[config.mk]
export PLATFORM = sky130hd
export DESIGN_NAME = axi4_lite_skid_slice_flat
export DESIGN_NICKNAME = d
export VERILOG_FILES = /design/src/rtl/axi4_lite_skid_slice.sv /design/src/flat_wrapper.sv
export SDC_FILE = /design/constraint.sdc
export NUM_CORES = 1
export LEC_CHECK = 0
export CAP_MARGIN = 20
export CELL_PAD_IN_SITES_DETAIL_PLACEMENT = 1
export CELL_PAD_IN_SITES_GLOBAL_PLACEMENT = 2
export CORE_ASPECT_RATIO = 0.8
export CORE_MARGIN = 1.5
export CORE_UTILIZATION = 34
export DETAILED_ROUTE_END_ITERATION = 8
export PLACE_DENSITY = 0.83
export SYNTH_ARGS = -nofsm -noshare
export SYNTH_HDL_FRONTEND = slang
export SYNTH_SLANG_ARGS = --single-unit
export TNS_END_PERCENT = 5
[constraint.sdc]
create_clock -name aclk -period 25 [get_ports aclk]
set_clock_uncertainty 0.05 [all_clocks]
set_input_delay 7.5 -clock aclk [delete_from_list [all_inputs] [get_ports aclk]]
set_output_delay 7.5 -clock aclk [all_outputs]
set_load 0.05 [all_outputs]
[src/rtl/axi4_lite_skid_slice.sv]
// AXI4-lite register slice: one two-entry skid buffer per channel so every valid,
// ready and payload bit leaving the block comes straight from a flop.
package axi4_lite_pkg;
  typedef struct packed {
    int unsigned A;
    int unsigned N;
  } axi4_lite_cfg_t;
endpackage

interface axi4_lite_if #(
  parameter int unsigned A = 32,
  parameter int unsigned N = 4
);
  logic             awvalid;
  logic             awready;
  logic [A-1:0]     awaddr;
  logic [2:0]       awprot;
  logic             wvalid;
  logic             wready;
  logic [8*N-1:0]   wdata;
  logic [N-1:0]     wstrb;
  logic             bvalid;
  logic             bready;
  logic [1:0]       bresp;
  logic             arvalid;
  logic             arready;
  logic [A-1:0]     araddr;
  logic [2:0]       arprot;
  logic             rvalid;
  logic             rready;
  logic [8*N-1:0]   rdata;
  logic [1:0]       rresp;

  modport master (
    output awvalid, awaddr, awprot, input awready,
    output wvalid, wdata, wstrb, input wready,
    input bvalid, bresp, output bready,
    output arvalid, araddr, arprot, input arready,
    input rvalid, rdata, rresp, output rready
  );

  modport slave (
    input awvalid, awaddr, awprot, output awready,
    input wvalid, wdata, wstrb, output wready,
    output bvalid, bresp, input bready,
    input arvalid, araddr, arprot, output arready,
    output rvalid, rdata, rresp, input rready
  );
endinterface

module axi4_lite_skid_buf #(
  parameter int unsigned W      = 8,
  parameter bit          BYPASS = 1'b0
) (
  input  logic         clk,
  input  logic         rst,
  input  logic         src_valid,
  output logic         src_ready,
  input  logic [W-1:0] src_data,
  output logic         snk_valid,
  input  logic         snk_ready,
  output logic [W-1:0] snk_data
);
  if (BYPASS) begin : g_bypass
    logic unused_clk_rst;
    assign unused_clk_rst = clk ^ rst;
    assign snk_valid      = src_valid;
    assign snk_data       = src_data;
    assign src_ready      = snk_ready;
  end else begin : g_reg
    // Encoding puts m_vld on bit 0 and s_vld on bit 1, so both are raw flop outputs.
    typedef enum logic [1:0] {
      EMPTY = 2'b00,
      BUSY  = 2'b01,
      FULL  = 2'b11
    } state_t;

    state_t       state;
    logic [W-1:0] m_data;
    logic [W-1:0] s_data;
    logic         rdy;
    logic         in_xfer;
    logic         out_xfer;
    logic         s_vld_next;

    assign in_xfer    = src_valid & rdy;
    assign out_xfer   = state[0] & snk_ready;
    assign s_vld_next = (state == FULL) ? !out_xfer
                                        : ((state == BUSY) && in_xfer && !out_xfer);

    always_ff @(posedge clk or posedge rst) begin
      if (rst) begin
        state  <= EMPTY;
        m_data <= '0;
        s_data <= '0;
        rdy    <= 1'b0;
      end else begin
        rdy <= !s_vld_next;
        case (state)
          EMPTY: begin
            if (in_xfer) begin
              state  <= BUSY;
              m_data <= src_data;
            end
          end
          BUSY: begin
            if (in_xfer && out_xfer) begin
              m_data <= src_data;
            end else if (in_xfer) begin
              state  <= FULL;
              s_data <= src_data;
            end else if (out_xfer) begin
              state <= EMPTY;
            end
          end
          FULL: begin
            if (out_xfer) begin
              state  <= BUSY;
              m_data <= s_data;
            end
          end
          default: state <= EMPTY;
        endcase
      end
    end

    assign snk_valid = state[0];
    assign snk_data  = m_data;
    assign src_ready = rdy;
  end
endmodule

module axi4_lite_skid_slice #(
  parameter axi4_lite_pkg::axi4_lite_cfg_t C    = '{A: 32, N: 4},
  parameter logic [4:0]                    PASS = 5'b00000
) (
  input logic         aclk,
  input logic         areset,
  axi4_lite_if.slave  axi4_s,
  axi4_lite_if.master axi4_m
);
  localparam int unsigned AW = C.A;
  localparam int unsigned DW = 8 * C.N;
  localparam int unsigned SW = C.N;

  logic [AW+2:0]    aw_in, aw_out;
  logic [DW+SW-1:0] w_in, w_out;
  logic [1:0]       b_in, b_out;
  logic [AW+2:0]    ar_in, ar_out;
  logic [DW+1:0]    r_in, r_out;

  assign aw_in = {axi4_s.awaddr, axi4_s.awprot};
  assign {axi4_m.awaddr, axi4_m.awprot} = aw_out;
  assign w_in  = {axi4_s.wdata, axi4_s.wstrb};
  assign {axi4_m.wdata, axi4_m.wstrb} = w_out;
  assign b_in  = axi4_m.bresp;
  assign axi4_s.bresp = b_out;
  assign ar_in = {axi4_s.araddr, axi4_s.arprot};
  assign {axi4_m.araddr, axi4_m.arprot} = ar_out;
  assign r_in  = {axi4_m.rdata, axi4_m.rresp};
  assign {axi4_s.rdata, axi4_s.rresp} = r_out;

  // Request channels flow upstream -> downstream.
  axi4_lite_skid_buf #(.W(AW + 3), .BYPASS(PASS[0])) u_aw (
    .clk(aclk), .rst(areset),
    .src_valid(axi4_s.awvalid), .src_ready(axi4_s.awready), .src_data(aw_in),
    .snk_valid(axi4_m.awvalid), .snk_ready(axi4_m.awready), .snk_data(aw_out)
  );

  axi4_lite_skid_buf #(.W(DW + SW), .BYPASS(PASS[1])) u_w (
    .clk(aclk), .rst(areset),
    .src_valid(axi4_s.wvalid), .src_ready(axi4_s.wready), .src_data(w_in),
    .snk_valid(axi4_m.wvalid), .snk_ready(axi4_m.wready), .snk_data(w_out)
  );

  axi4_lite_skid_buf #(.W(AW + 3), .BYPASS(PASS[3])) u_ar (
    .clk(aclk), .rst(areset),
    .src_valid(axi4_s.arvalid), .src_ready(axi4_s.arready), .src_data(ar_in),
    .snk_valid(axi4_m.arvalid), .snk_ready(axi4_m.arready), .snk_data(ar_out)
  );

  // Response channels flow downstream -> upstream.
  axi4_lite_skid_buf #(.W(2), .BYPASS(PASS[2])) u_b (
    .clk(aclk), .rst(areset),
    .src_valid(axi4_m.bvalid), .src_ready(axi4_m.bready), .src_data(b_in),
    .snk_valid(axi4_s.bvalid), .snk_ready(axi4_s.bready), .snk_data(b_out)
  );

  axi4_lite_skid_buf #(.W(DW + 2), .BYPASS(PASS[4])) u_r (
    .clk(aclk), .rst(areset),
    .src_valid(axi4_m.rvalid), .src_ready(axi4_m.rready), .src_data(r_in),
    .snk_valid(axi4_s.rvalid), .snk_ready(axi4_s.rready), .snk_data(r_out)
  );
endmodule
[src/flat_wrapper.sv]
// flat-port wrapper written by rule: the top's interface ports become plain ports
module axi4_lite_skid_slice_flat 
#(
  parameter axi4_lite_pkg::axi4_lite_cfg_t C    = '{A: 32, N: 4},
  parameter logic [4:0]                    PASS = 5'b00000
)
  (aclk, areset, axi4_s_awvalid, axi4_s_awaddr, axi4_s_awprot, axi4_s_awready, axi4_s_wvalid, axi4_s_wdata, axi4_s_wstrb, axi4_s_wready, axi4_s_bvalid, axi4_s_bresp, axi4_s_bready, axi4_s_arvalid, axi4_s_araddr, axi4_s_arprot, axi4_s_arready, axi4_s_rvalid, axi4_s_rdata, axi4_s_rresp, axi4_s_rready, axi4_m_awvalid, axi4_m_awaddr, axi4_m_awprot, axi4_m_awready, axi4_m_wvalid, axi4_m_wdata, axi4_m_wstrb, axi4_m_wready, axi4_m_bvalid, axi4_m_bresp, axi4_m_bready, axi4_m_arvalid, axi4_m_araddr, axi4_m_arprot, axi4_m_arready, axi4_m_rvalid, axi4_m_rdata, axi4_m_rresp, axi4_m_rready);
  axi4_lite_if axi4_s_i ();
  axi4_lite_if axi4_m_i ();
  input logic aclk;
  input logic areset;
  input wire logic [$bits(axi4_s_i.awvalid)-1:0] axi4_s_awvalid;
  input wire logic [$bits(axi4_s_i.awaddr)-1:0] axi4_s_awaddr;
  input wire logic [$bits(axi4_s_i.awprot)-1:0] axi4_s_awprot;
  output wire logic [$bits(axi4_s_i.awready)-1:0] axi4_s_awready;
  input wire logic [$bits(axi4_s_i.wvalid)-1:0] axi4_s_wvalid;
  input wire logic [$bits(axi4_s_i.wdata)-1:0] axi4_s_wdata;
  input wire logic [$bits(axi4_s_i.wstrb)-1:0] axi4_s_wstrb;
  output wire logic [$bits(axi4_s_i.wready)-1:0] axi4_s_wready;
  output wire logic [$bits(axi4_s_i.bvalid)-1:0] axi4_s_bvalid;
  output wire logic [$bits(axi4_s_i.bresp)-1:0] axi4_s_bresp;
  input wire logic [$bits(axi4_s_i.bready)-1:0] axi4_s_bready;
  input wire logic [$bits(axi4_s_i.arvalid)-1:0] axi4_s_arvalid;
  input wire logic [$bits(axi4_s_i.araddr)-1:0] axi4_s_araddr;
  input wire logic [$bits(axi4_s_i.arprot)-1:0] axi4_s_arprot;
  output wire logic [$bits(axi4_s_i.arready)-1:0] axi4_s_arready;
  output wire logic [$bits(axi4_s_i.rvalid)-1:0] axi4_s_rvalid;
  output wire logic [$bits(axi4_s_i.rdata)-1:0] axi4_s_rdata;
  output wire logic [$bits(axi4_s_i.rresp)-1:0] axi4_s_rresp;
  input wire logic [$bits(axi4_s_i.rready)-1:0] axi4_s_rready;
  output wire logic [$bits(axi4_m_i.awvalid)-1:0] axi4_m_awvalid;
  output wire logic [$bits(axi4_m_i.awaddr)-1:0] axi4_m_awaddr;
  output wire logic [$bits(axi4_m_i.awprot)-1:0] axi4_m_awprot;
  input wire logic [$bits(axi4_m_i.awready)-1:0] axi4_m_awready;
  output wire logic [$bits(axi4_m_i.wvalid)-1:0] axi4_m_wvalid;
  output wire logic [$bits(axi4_m_i.wdata)-1:0] axi4_m_wdata;
  output wire logic [$bits(axi4_m_i.wstrb)-1:0] axi4_m_wstrb;
  input wire logic [$bits(axi4_m_i.wready)-1:0] axi4_m_wready;
  input wire logic [$bits(axi4_m_i.bvalid)-1:0] axi4_m_bvalid;
  input wire logic [$bits(axi4_m_i.bresp)-1:0] axi4_m_bresp;
  output wire logic [$bits(axi4_m_i.bready)-1:0] axi4_m_bready;
  output wire logic [$bits(axi4_m_i.arvalid)-1:0] axi4_m_arvalid;
  output wire logic [$bits(axi4_m_i.araddr)-1:0] axi4_m_araddr;
  output wire logic [$bits(axi4_m_i.arprot)-1:0] axi4_m_arprot;
  input wire logic [$bits(axi4_m_i.arready)-1:0] axi4_m_arready;
  input wire logic [$bits(axi4_m_i.rvalid)-1:0] axi4_m_rvalid;
  input wire logic [$bits(axi4_m_i.rdata)-1:0] axi4_m_rdata;
  input wire logic [$bits(axi4_m_i.rresp)-1:0] axi4_m_rresp;
  output wire logic [$bits(axi4_m_i.rready)-1:0] axi4_m_rready;
  assign axi4_s_i.awvalid = axi4_s_awvalid;
  assign axi4_s_i.awaddr = axi4_s_awaddr;
  assign axi4_s_i.awprot = axi4_s_awprot;
  assign axi4_s_awready = axi4_s_i.awready;
  assign axi4_s_i.wvalid = axi4_s_wvalid;
  assign axi4_s_i.wdata = axi4_s_wdata;
  assign axi4_s_i.wstrb = axi4_s_wstrb;
  assign axi4_s_wready = axi4_s_i.wready;
  assign axi4_s_bvalid = axi4_s_i.bvalid;
  assign axi4_s_bresp = axi4_s_i.bresp;
  assign axi4_s_i.bready = axi4_s_bready;
  assign axi4_s_i.arvalid = axi4_s_arvalid;
  assign axi4_s_i.araddr = axi4_s_araddr;
  assign axi4_s_i.arprot = axi4_s_arprot;
  assign axi4_s_arready = axi4_s_i.arready;
  assign axi4_s_rvalid = axi4_s_i.rvalid;
  assign axi4_s_rdata = axi4_s_i.rdata;
  assign axi4_s_rresp = axi4_s_i.rresp;
  assign axi4_s_i.rready = axi4_s_rready;
  assign axi4_m_awvalid = axi4_m_i.awvalid;
  assign axi4_m_awaddr = axi4_m_i.awaddr;
  assign axi4_m_awprot = axi4_m_i.awprot;
  assign axi4_m_i.awready = axi4_m_awready;
  assign axi4_m_wvalid = axi4_m_i.wvalid;
  assign axi4_m_wdata = axi4_m_i.wdata;
  assign axi4_m_wstrb = axi4_m_i.wstrb;
  assign axi4_m_i.wready = axi4_m_wready;
  assign axi4_m_i.bvalid = axi4_m_bvalid;
  assign axi4_m_i.bresp = axi4_m_bresp;
  assign axi4_m_bready = axi4_m_i.bready;
  assign axi4_m_arvalid = axi4_m_i.arvalid;
  assign axi4_m_araddr = axi4_m_i.araddr;
  assign axi4_m_arprot = axi4_m_i.arprot;
  assign axi4_m_i.arready = axi4_m_arready;
  assign axi4_m_i.rvalid = axi4_m_rvalid;
  assign axi4_m_i.rdata = axi4_m_rdata;
  assign axi4_m_i.rresp = axi4_m_rresp;
  assign axi4_m_rready = axi4_m_i.rready;
  axi4_lite_skid_slice #(.C(C), .PASS(PASS)) u_core (.aclk(aclk), .areset(areset), .axi4_s(axi4_s_i), .axi4_m(axi4_m_i));
endmodule
==> results.md, run 1 <==
- Ratio of cells with drive above 1 in the final layout: about 17%
- Core Rows: 63
- RR Startpoint: u_core.u_ar.g_reg.state[0]
- Port Buffers: ~310
- Vias: about 9k
- Worst Reg-to-Reg Cells: 7
- Unrepaired setup endpoints after global routing: no
- Synth Warn #: 0
- Arrival time at the worst endpoint: 1.93 ns
- WS Path Type: flip-flop to output port
- Hold WC Path Type: flip-flop to flip-flop
- Max_cap viols: 0
- #FFs+latches synth: roughly 300
- Dpl cell area: roughly 17000 µm²
- CP max stage cell: clkdlybuf4s50_1
- Final hold violations: 0
- Clock sink count: about 300
- Critical path launch point: u_core.u_r.g_reg.state[0]
- Hold WS: ~0.45 ns
- Worst r2r dst: u_core.u_ar.snk_data[27]
- Die area: around 39000 µm²
- Slew HR: a little under two fifths
- Drt first pass iters: 4
- Clk root buf: clkbuf_16
- Largest net degree at the start of global routing: 147
- Nets: between 1.5k and 2k
- GRT Residual Overflow: 0
- Fin util: 47.65%
- Synth area leader: dfrtp_1
- Height of the die: about 180 µm
- Area delta synth->final: 37.01%
- Post-synthesis area per instance: around 12 µm²
- CTS buffer count: 36
- Tightest Pin Transition: approximately 0.95 ns
- Dpl cells: 1790
- CTS tree: done
- Most common cell after layout, fill and taps aside: clkdlybuf4s50_1
- Worst path depth: 1
- Worst Setup End Kind: output port
- Residual DRC: 0
- Maximum clock path buffer count: 3
- Vias in the first global route: 9703
- Clk slew on worst S/H paths: 0.05 ns
- Post-synthesis instance area: roughly 13000 µm²
- Status: completed
- FF/Latch Area: between 7000 and 8000 µm²
- Multi-input gate area: 5233 µm²
- # setup viols final: 0
- Static leakage power: roughly 7.2 nW
- Required time worst endpoint: between 15 and 20 ns
- Clock latency on the worst-skew pair: about 0.52 ns
- Library cells used by synthesis: 23
- Vias/cell: roughly 4.9
- Area contributors post-synth: dfrtp_1 (58%), mux2_2 (14%), mux2i_1 (11%)
- CTS hold repair buffers: 0
- CP max FO: 9
- Design area: 17800 µm²
- Initial DRC Count: 404
- Synth Net Count: 1223
- Worst setup SP type: flip-flop
- Fin cells: 1859
- Initial antenna violation count: 8
- Most frequent cells in the layout: clkdlybuf4s50_1 (305), dfrtp_1 (299), mux2_2 (156)
- First-pass GRT wire length: roughly 54000 µm
- Power Density: approximately 160 nW/µm²
- H-Tree Depth: 2
- GRT Util Overall: about 17%
- Critical-path cell list: clkdlybuf4s50_1
- Slew Limit Fails: 0
- Routability Congestion: approximately 0.73
- Die X: between 200 and 250 µm
- Reg-to-reg setup timing slack: between 20 and 25 ns
- Final worst path period share: 37.93%
- Worst vdd ir: 0.09374 mV
- Detailed placement HPWL: about 23000 µm
- Fillers: a little under 4k
- Sequential area share after synthesis: 57.58%
- Buffers & Inverters on Critical Path: 1
- DRT antenna net count: 0
- Post-cts gate resize count: 0
- Worst setup path endpoint: axi4_s_rvalid
- Max Freq: roughly 0.11 GHz
- Min Tclk post-route: 9.483 ns
- Synth top area share: between 50% and 60%
- Setup Buffers After CTS: 0
- Initial Util: 34.78%
- # IOs: roughly 300
- Sum of negative setup slack: 0 ns
- WL final: 34010 µm
- Std-Cell Core Area: around 37000 µm²
- Post-Synthesis Cells: approximately 1.0k
- Crit path largest cell delay: around 0.9 ns
- WL/cell: approximately 18 µm
- Crit path max-delay family: buffers and inverters
-- worst min path at each step --
stage,slack (ns),cells after the start,end,start
3_5_place_dp,0.44,1,u_core.u_r.g_reg.s_data[20],u_core.u_r.g_reg.s_data[20]
5_1_grt,0.46,1,u_core.u_aw.g_reg.s_data[33],u_core.u_aw.g_reg.s_data[33]
6_report,0.45,1,u_core.u_r.g_reg.s_data[21],u_core.u_r.g_reg.s_data[21]
2_1_floorplan,0.42,1,u_core.u_b.g_reg.s_data[0],u_core.u_b.g_reg.s_data[0]
3_3_place_gp,0.43,1,u_core.u_b.g_reg.s_data[0],u_core.u_b.g_reg.s_data[0]
4_1_cts,0.46,1,u_core.u_b.g_reg.s_data[1],u_core.u_b.g_reg.s_data[1]
-- per-stage QoR --
step	total power [mW]	setup slack, ns
3_5_place_dp	2.299	14.94
4_1_cts	2.850	15.47
6_report	2.808	15.52
5_1_grt	2.980	15.37
2_1_floorplan	1.847	9.189
3_3_place_gp	2.256	15.01
-- cell families (layout without fill, tap and decap cells) --
family,Yosys count,after routing,share of synthesized area [%]
AOI/OAI and AO/OA,164,164,7.289
xor gates and xnor gates,5,5,0.3370
adders and majority gates,28,28,2.696
buffers and inverters,69,397,2.224
DFF,299,299,57.58
muxes,296,296,24.30
other,0,3,0
and+or+nand+nor,180,180,5.566
-- sequential cells by signal, summed over array words and instances, names as in the netlist --
register and flops:
u_core.u_r.src_ready 1, u_core.u_ar.snk_data 35, u_core.u_ar.src_ready 1, u_core.u_aw.snk_data 35
u_core.u_b.src_ready 1, u_core.u_w.src_ready 1, u_core.u_aw.g_reg.state 2, u_core.u_ar.g_reg.s_data 35
u_core.u_r.g_reg.s_data 34, u_core.u_b.snk_data 2, u_core.u_aw.g_reg.s_data 35, u_core.u_b.g_reg.s_data 2
u_core.u_w.g_reg.state 2, u_core.u_b.g_reg.state 2, u_core.u_r.g_reg.state 2, u_core.u_aw.src_ready 1
u_core.u_w.g_reg.s_data 36, u_core.u_r.snk_data 34, u_core.u_ar.g_reg.state 2, u_core.u_w.snk_data 36
-- cells in the mapped netlist (all sizes together) --
| library cell | number |
|---|---|
| nand3 | 5 |
| dfrtp | 299 |
| nor2 | 145 |
| a21boi | 8 |
| mux2i | 140 |
| a21oi | 146 |
| nand2b | 5 |
| inv | 11 |
| ha | 28 |
| a211oi | 4 |
| nand2 | 15 |
| o21a | 1 |
| xnor2 | 5 |
| a2111oi | 4 |
| nand4 | 7 |
| and4 | 2 |
| nor3 | 1 |
| buf | 29 |
| a22o | 1 |
| mux2 | 156 |
| clkbuf | 29 |
-- layer usage --
| metal | share of wire, % | vias to the layer above | GRT usage, % |
|---|---|---|---|
| met3 | 7.5 | 59 | 6.209 |
| met2 | 47 | 188 | 27.91 |
| li1 | - | 4253 | - |
| met4 | 1.8 | 10 | 5.023 |
| met1 | 43 | 4573 | 21.70 |
| met5 | 0.19 | - | 0 |
-- report_power, final --
| group | total [mW] | switching (mW) | internal [mW] |
|---|---|---|---|
| Combinational | 1.40 | 0.868 | 0.529 |
| Sequential | 0.882 | 0.144 | 0.738 |
| Clock | 0.528 | 0.205 | 0.323 |
| Total | 2.81 | 1.22 | 1.59 |
-- layout make-up --
class                      instances  area share, %
multi-input combinational        673          29.39
timing repair buffer             322          18.09
clock buffer                      56          6.164
antenna                            3        0.04217
inverter                          11         0.2741
tap                              487          3.423
clock inverter                     8         0.5834
sequential                       299          42.03
No activity file was read; power rests on OpenSTA's default activity.
==> inputs of run 2 (changes only) <==
--- a/config.mk
+++ b/config.mk
@@ -10,9 +10,9 @@
 export CELL_PAD_IN_SITES_GLOBAL_PLACEMENT = 2
 export CORE_ASPECT_RATIO = 0.8
 export CORE_MARGIN = 1.5
-export CORE_UTILIZATION = 34
+export CORE_UTILIZATION = 33
 export DETAILED_ROUTE_END_ITERATION = 8
-export PLACE_DENSITY = 0.83
+export PLACE_DENSITY = 0.81
 export SYNTH_ARGS = -nofsm -noshare
 export SYNTH_HDL_FRONTEND = slang
 export SYNTH_SLANG_ARGS = --single-unit
==> constraint.sdc (replaced) <==
create_clock -name aclk -period 9.6 [get_ports aclk]
set_clock_uncertainty 0.05 [all_clocks]
set_input_delay 2.88 -clock aclk [delete_from_list [all_inputs] [get_ports aclk]]
set_output_delay 2.88 -clock aclk [all_outputs]
set_load 0.05 [all_outputs]
==> results.md, run 2 (synthesis results as in run 1) <==
- Multi-input gate area: 5233 µm² (unchanged)
- Slew HR: 29.43% (was 36.97%)
- Nets: 1524 (was 1525)
- Die area: 40580 µm² (was 39410 µm²)
- H-Tree Depth: 2 (unchanged)
- Min Tclk post-route: just under 5 ns
- Crit path largest cell delay: 0.91 ns (about the same)
- Initial DRC Count: 342 (was 404)
- # IOs: 306 (unchanged)
- Hold WC Path Type: flip-flop to flip-flop (unchanged)
- Detailed placement HPWL: 22620 µm (was 22690 µm)
- CTS tree: done (unchanged)
- Post-cts gate resize count: 0 (unchanged)
- Worst Setup End Kind: output port (unchanged)
- Unrepaired setup endpoints after global routing: no (unchanged)
- Std-Cell Core Area: 38520 µm² (was 37360 µm²)
- CP max FO: 9 (unchanged)
- CP max stage cell: clkdlybuf4s50_1 (unchanged)
- Most frequent cells in the layout: clkdlybuf4s50_1 (305), dfrtp_1 (299), mux2_2 (156) (unchanged)
- GRT Util Overall: 16.54% (was 17.24%)
- Critical-path cell list: clkdlybuf4s50_1 (unchanged)
- Dpl cells: 1833 (was 1790)
- # setup viols final: 0 (unchanged)
- Residual DRC: 0 (unchanged)
- Area delta synth->final: 36.75% (was 37.01%)
- Reg-to-reg setup timing slack: 7.05 ns (was 22.29 ns)
- Power Density: 408.9 nW/µm² (was 157.7 nW/µm²)
- CTS buffer count: 35 (was 36)
- Initial antenna violation count: 4 (was 8)
- Slew Limit Fails: 0 (unchanged)
- Static leakage power: 7.131 nW (was 7.164 nW)
- Clk slew on worst S/H paths: 0.06 ns (was 0.05 ns)
- Fin cells: 1898 (was 1859)
- CTS hold repair buffers: 0 (unchanged)
- Clock sink count: 299 (unchanged)
- Vias: 8985 (was 9083)
- Fillers: 4015 (was 3908)
- Required time worst endpoint: 6.67 ns (was 17.45 ns)
- Arrival time at the worst endpoint: 1.92 ns (was 1.93 ns)
- Vias in the first global route: 9594 (was 9703)
- DRT antenna net count: 0 (unchanged)
- Sum of negative setup slack: 0 ns (unchanged)
- WS Path Type: flip-flop to output port (unchanged)
- Maximum clock path buffer count: 3 (unchanged)
- Tightest Pin Transition: 1.059 ns (was 0.9455 ns)
- Ratio of cells with drive above 1 in the final layout: 17.32% (was 17.31%)
- Crit path max-delay family: buffers and inverters (unchanged)
- Final hold violations: 0 (unchanged)
- Clk root buf: clkbuf_16 (unchanged)
- FF/Latch Area: 7482 µm² (unchanged)
- Port Buffers: 305 (unchanged)
- Initial Util: 33.74% (was 34.78%)
- Routability Congestion: 0.7410 (was 0.7285)
- GRT Residual Overflow: 0 (unchanged)
- First-pass GRT wire length: 53720 µm (was 54250 µm)
- Drt first pass iters: 4 (unchanged)
- Height of the die: 180.5 µm (was 177.9 µm)
- Fin util: 46.13% (was 47.65%)
- Most common cell after layout, fill and taps aside: clkdlybuf4s50_1 (unchanged)
- Max Freq: roughly 0.2 GHz
- Die X: 224.9 µm (was 221.6 µm)
- Final worst path period share: between 50% and 60%
- Largest net degree at the start of global routing: 170 (was 147)
- Clock latency on the worst-skew pair: 0.51 ns (was 0.52 ns)
- Core Rows: 64 (was 63)
- Status: completed (unchanged)
- Worst vdd ir: 0.2577 mV (was 0.09374 mV)
- Worst setup SP type: flip-flop (unchanged)
- Vias/cell: 4.734 (was 4.886)
- Setup Buffers After CTS: 0 (unchanged)
- WL/cell: 17.66 µm (was 18.30 µm)
- Buffers & Inverters on Critical Path: 1 (unchanged)
- WL final: 33520 µm (was 34010 µm)
- Max_cap viols: 0 (unchanged)
==> run 2: cell types whose count changed in the layout (fill, tap and decap cells not counted) <==
cell	delta
inv_6	-3
buf_4	+1
clkinv_2	+7
buf_12	+1
clkbuf_8	-4
inv_8	-1
clkinvlp_4	+1
clkbuf_1	-1
buf_16	-2
diode_2	-1
==> run 2: per-stage QoR <==
stage	instance area (µm²)	worst slack [ns]	power [mW]	hold WS (ns)
after floorplan	13000	2.697	4.811	0.4236
after global placement	16610	4.291	5.889	0.4326
after detailed placement	16610	4.245	5.994	0.4438
after CTS	17760	4.704	7.378	0.4569
after global routing	17770	4.619	7.734	0.4669
final	17770	4.748	7.266	0.4535
==> run 2: path summary, 6_finish.rpt <==
| check | cells past startpoint | to | start |
|---|---|---|---|
| hold reg to reg | 1 | u_core.u_w.g_reg.s_data[3] | u_core.u_w.g_reg.s_data[3] |
| hold / removal | 1 | u_core.u_w.g_reg.s_data[3] | u_core.u_w.g_reg.s_data[3] |
| max in group asynchronous | 4 | u_core.u_w.g_reg.s_data[16] | areset |
| setup reg to reg | 7 | u_core.u_r.snk_data[1] | u_core.u_r.g_reg.state[0] |
| setup / recovery | 1 | axi4_s_rvalid | u_core.u_r.g_reg.state[0] |
| min in group asynchronous | 2 | u_core.u_aw.snk_data[33] | areset |
==> run 2: cell type report <==
| type | count | share of cell area, % |
|---|---|---|
| Timing Repair Buffer | 322 | 17.97 |
| Antenna cell | 2 | 0.02817 |
| Inverter | 11 | 0.2535 |
| Clock buffer | 51 | 5.844 |
| Tap cell | 528 | 3.718 |
| Sequential cell | 299 | 42.11 |
| Clock inverter | 12 | 0.6337 |
| Multi-Input combinational cell | 673 | 29.45 |
==> run 2: per-layer routing <==
layer	wire length (µm)	part of all wire, %	track usage [%]
met1	14600	44	21.11
met2	15650	47	26.38
met4	595	1.8	4.054
met3	2648	7.9	6.294
met5	26	0.078	0
==> run 2: power by group <==
part / switching, mW / leakage (nW) / internal, mW / total (mW)
clock network: 0.525 / 0.572 / 0.805 / 1.33
logic: 2.27 / 3.13 / 1.38 / 3.65
registers: 0.367 / 3.43 / 1.92 / 2.29
==> inputs of run 3 (changes only) <==
==> constraint.sdc (replaced) <==
create_clock -name aclk -period 4.6 [get_ports aclk]
set_clock_uncertainty 0.05 [all_clocks]
set_input_delay 1.38 -clock aclk [delete_from_list [all_inputs] [get_ports aclk]]
set_output_delay 1.38 -clock aclk [all_outputs]
set_load 0.05 [all_outputs]
==> results.md, run 3 (synthesis results as in run 1) <==
- Vias in the first global route: 9990 (was 9594)
- Final worst path period share: between 70 and 80%
- Power Density: 852.4 nW/µm² (was 408.9 nW/µm²)
- Most common cell after layout, fill and taps aside: clkdlybuf4s50_1 (unchanged)
- WL/cell: 18.20 µm (was 17.66 µm)
- WL final: 34630 µm (was 33520 µm)
- Routability Congestion: 0.7554 (was 0.7410)
- Most frequent cells in the layout: clkdlybuf4s50_1 (305), dfrtp_1 (299), mux2_2 (156) (unchanged)
- Fin cells: 1903 (was 1898)
- # IOs: 306 (unchanged)
- Final hold violations: 0 (unchanged)
- Sequential share of power: 31.4% (was 31.5%)
- Core Rows: 64 (unchanged)
- WS Path Type: flip-flop to output port (unchanged)
- GRT Residual Overflow: 0 (unchanged)
- Post-cts gate resize count: 0 (unchanged)
- Design area: 17890 µm² (was 17770 µm²)
- FF/Latch Area: 7482 µm² (unchanged)
- Clk root buf: clkbuf_16 (unchanged)
- Critical-path cell list: clkdlybuf4s50_1 (unchanged)
- H-Tree Depth: 2 (unchanged)
- Detailed placement HPWL: 23160 µm (was 22620 µm)
- Unrepaired setup endpoints after global routing: no (unchanged)
- Worst vdd ir: 0.4886 mV (was 0.2577 mV)
- Initial Util: 33.74% (unchanged)
- Height of the die: 180.5 µm (unchanged)
- DRT antenna net count: 0 (unchanged)
- Vias/cell: 4.738 (was 4.734)
- Die area: 40580 µm² (unchanged)
- Std-Cell Core Area: 38520 µm² (unchanged)
- Nets: 1530 (was 1524)
- Slew Limit Fails: 0 (unchanged)
- Drt first pass iters: 4 (unchanged)
- Dpl cell area: 16730 µm² (was 16610 µm²)
- Max Freq: 0.2984 GHz
- Slew HR: 53.41% (was 29.43%)
- CTS buffer count: 36 (was 35)
- Fillers: 4057 (was 4015)
- Worst setup SP type: flip-flop (unchanged)
- Area delta synth->final: 37.70% (was 36.75%)
- Crit path max-delay family: buffers and inverters (unchanged)
- Static leakage power: 7.182 nW (was 7.131 nW)
- Status: completed (unchanged)
- Initial antenna violation count: 6 (was 4)
- Clk pwr share: 18.4% (was 18.3%)
- CTS tree: done (unchanged)
- Dpl cells: 1838 (was 1833)
- Min Tclk post-route: about 3.4 ns
- CP max FO: 9 (unchanged)
- Arrival time at the worst endpoint: 1.92 ns (about the same)
- Ratio of cells with drive above 1 in the final layout: 17.55% (was 17.32%)
- Largest net degree at the start of global routing: 71 (was 170)
- CTS hold repair buffers: 0 (unchanged)
- Hold WC Path Type: flip-flop to flip-flop (unchanged)
- Required time worst endpoint: 3.17 ns (was 6.67 ns)
- Port Buffers: 305 (unchanged)
- Clock latency on the worst-skew pair: 0.52 ns (was 0.51 ns)
- Clk slew on worst S/H paths: 0.05 ns (was 0.06 ns)
- Vias: 9017 (was 8985)
- Maximum clock path buffer count: 3 (unchanged)
- Max_cap viols: 0 (unchanged)
- Multi-input gate area: 5233 µm² (unchanged)
- Residual DRC: 0 (unchanged)
- Sw Ratio: 43.62% (was 43.51%)
- Buffers & Inverters on Critical Path: 1 (unchanged)
- Crit path largest cell delay: 0.87 ns (was 0.91 ns)
- Setup Buffers After CTS: 0 (unchanged)
- Die X: 224.9 µm (unchanged)
- GRT Util Overall: 17.12% (was 16.54%)
- CP max stage cell: clkdlybuf4s50_1 (unchanged)
- Worst Setup End Kind: output port (unchanged)
- Int Power: 8.599 mW (was 4.105 mW)
- Tightest Pin Transition: 0.6988 ns (was 1.059 ns)
- Initial DRC Count: 454 (was 342)
- Comb power frac: 50.2% (about the same)
- Clock sink count: 299 (unchanged)
- # setup viols final: 0 (unchanged)
- Sw power: 6.652 mW (was 3.161 mW)
- First-pass GRT wire length: 55450 µm (was 53720 µm)
-- run 3: layer usage --
layer	global-route usage, %	routed length [µm]	vias up
met5	0	35	-
met4	4.779	682	6
met3	6.000	2513	57
met2	28.31	16570	181
met1	21.09	14820	4517
li1	-	-	4256
-- run 3: final cells by class --
type	instances	area share [%]
Clock buffer	52	5.825
Tap cell	528	3.692
Multi-Input combinational cell	673	29.24
Clock inverter	11	0.6643
Timing Repair Buffer	327	18.48
Sequential cell	299	41.82
Antenna cell	2	0.02797
Inverter	11	0.2517
-- run 3: power groups by stage --
stage / combinational (mW) / sequential (mW) / clock, mW
after floorplan: 3.06 / 6.98 / 0
after global placement: 7.56 / 4.75 / 0
after detailed placement: 7.75 / 4.82 / 0
after CTS: 7.78 / 4.81 / 2.91
after global routing: 8.20 / 4.98 / 3.01
final: 7.65 / 4.79 / 2.80
-- run 3: per-stage QoR --
stage,power [mW],setup TNS [ns],util [%],hold slack (ns),setup slack [ns]
after floorplan,10.04,-240.12,-,0.4236,-0.8031
after global routing,16.19,0,46.45,0.4649,1.154
after CTS,15.49,0,46.44,0.4560,1.197
after detailed placement,12.57,0,43.43,0.4415,1.074
after global placement,12.31,0,43.43,0.4320,1.192
final,15.25,0,46.45,0.4539,1.249
-- run 3: final timing paths --
check	start	to	slack [ns]	depth (start not counted)
hold reg to reg	u_core.u_r.g_reg.s_data[22]	u_core.u_r.g_reg.s_data[22]	0.45	1
setup / recovery	u_core.u_r.g_reg.state[0]	axi4_s_rvalid	1.25	1
min in group asynchronous	areset	u_core.u_ar.g_reg.s_data[7]	1.22	2
max in group asynchronous	areset	u_core.u_w.snk_data[0]	2.44	4
setup reg to reg	u_core.u_w.g_reg.state[0]	u_core.u_w.snk_data[9]	1.95	7
hold / removal	u_core.u_r.g_reg.s_data[22]	u_core.u_r.g_reg.s_data[22]	0.45	1
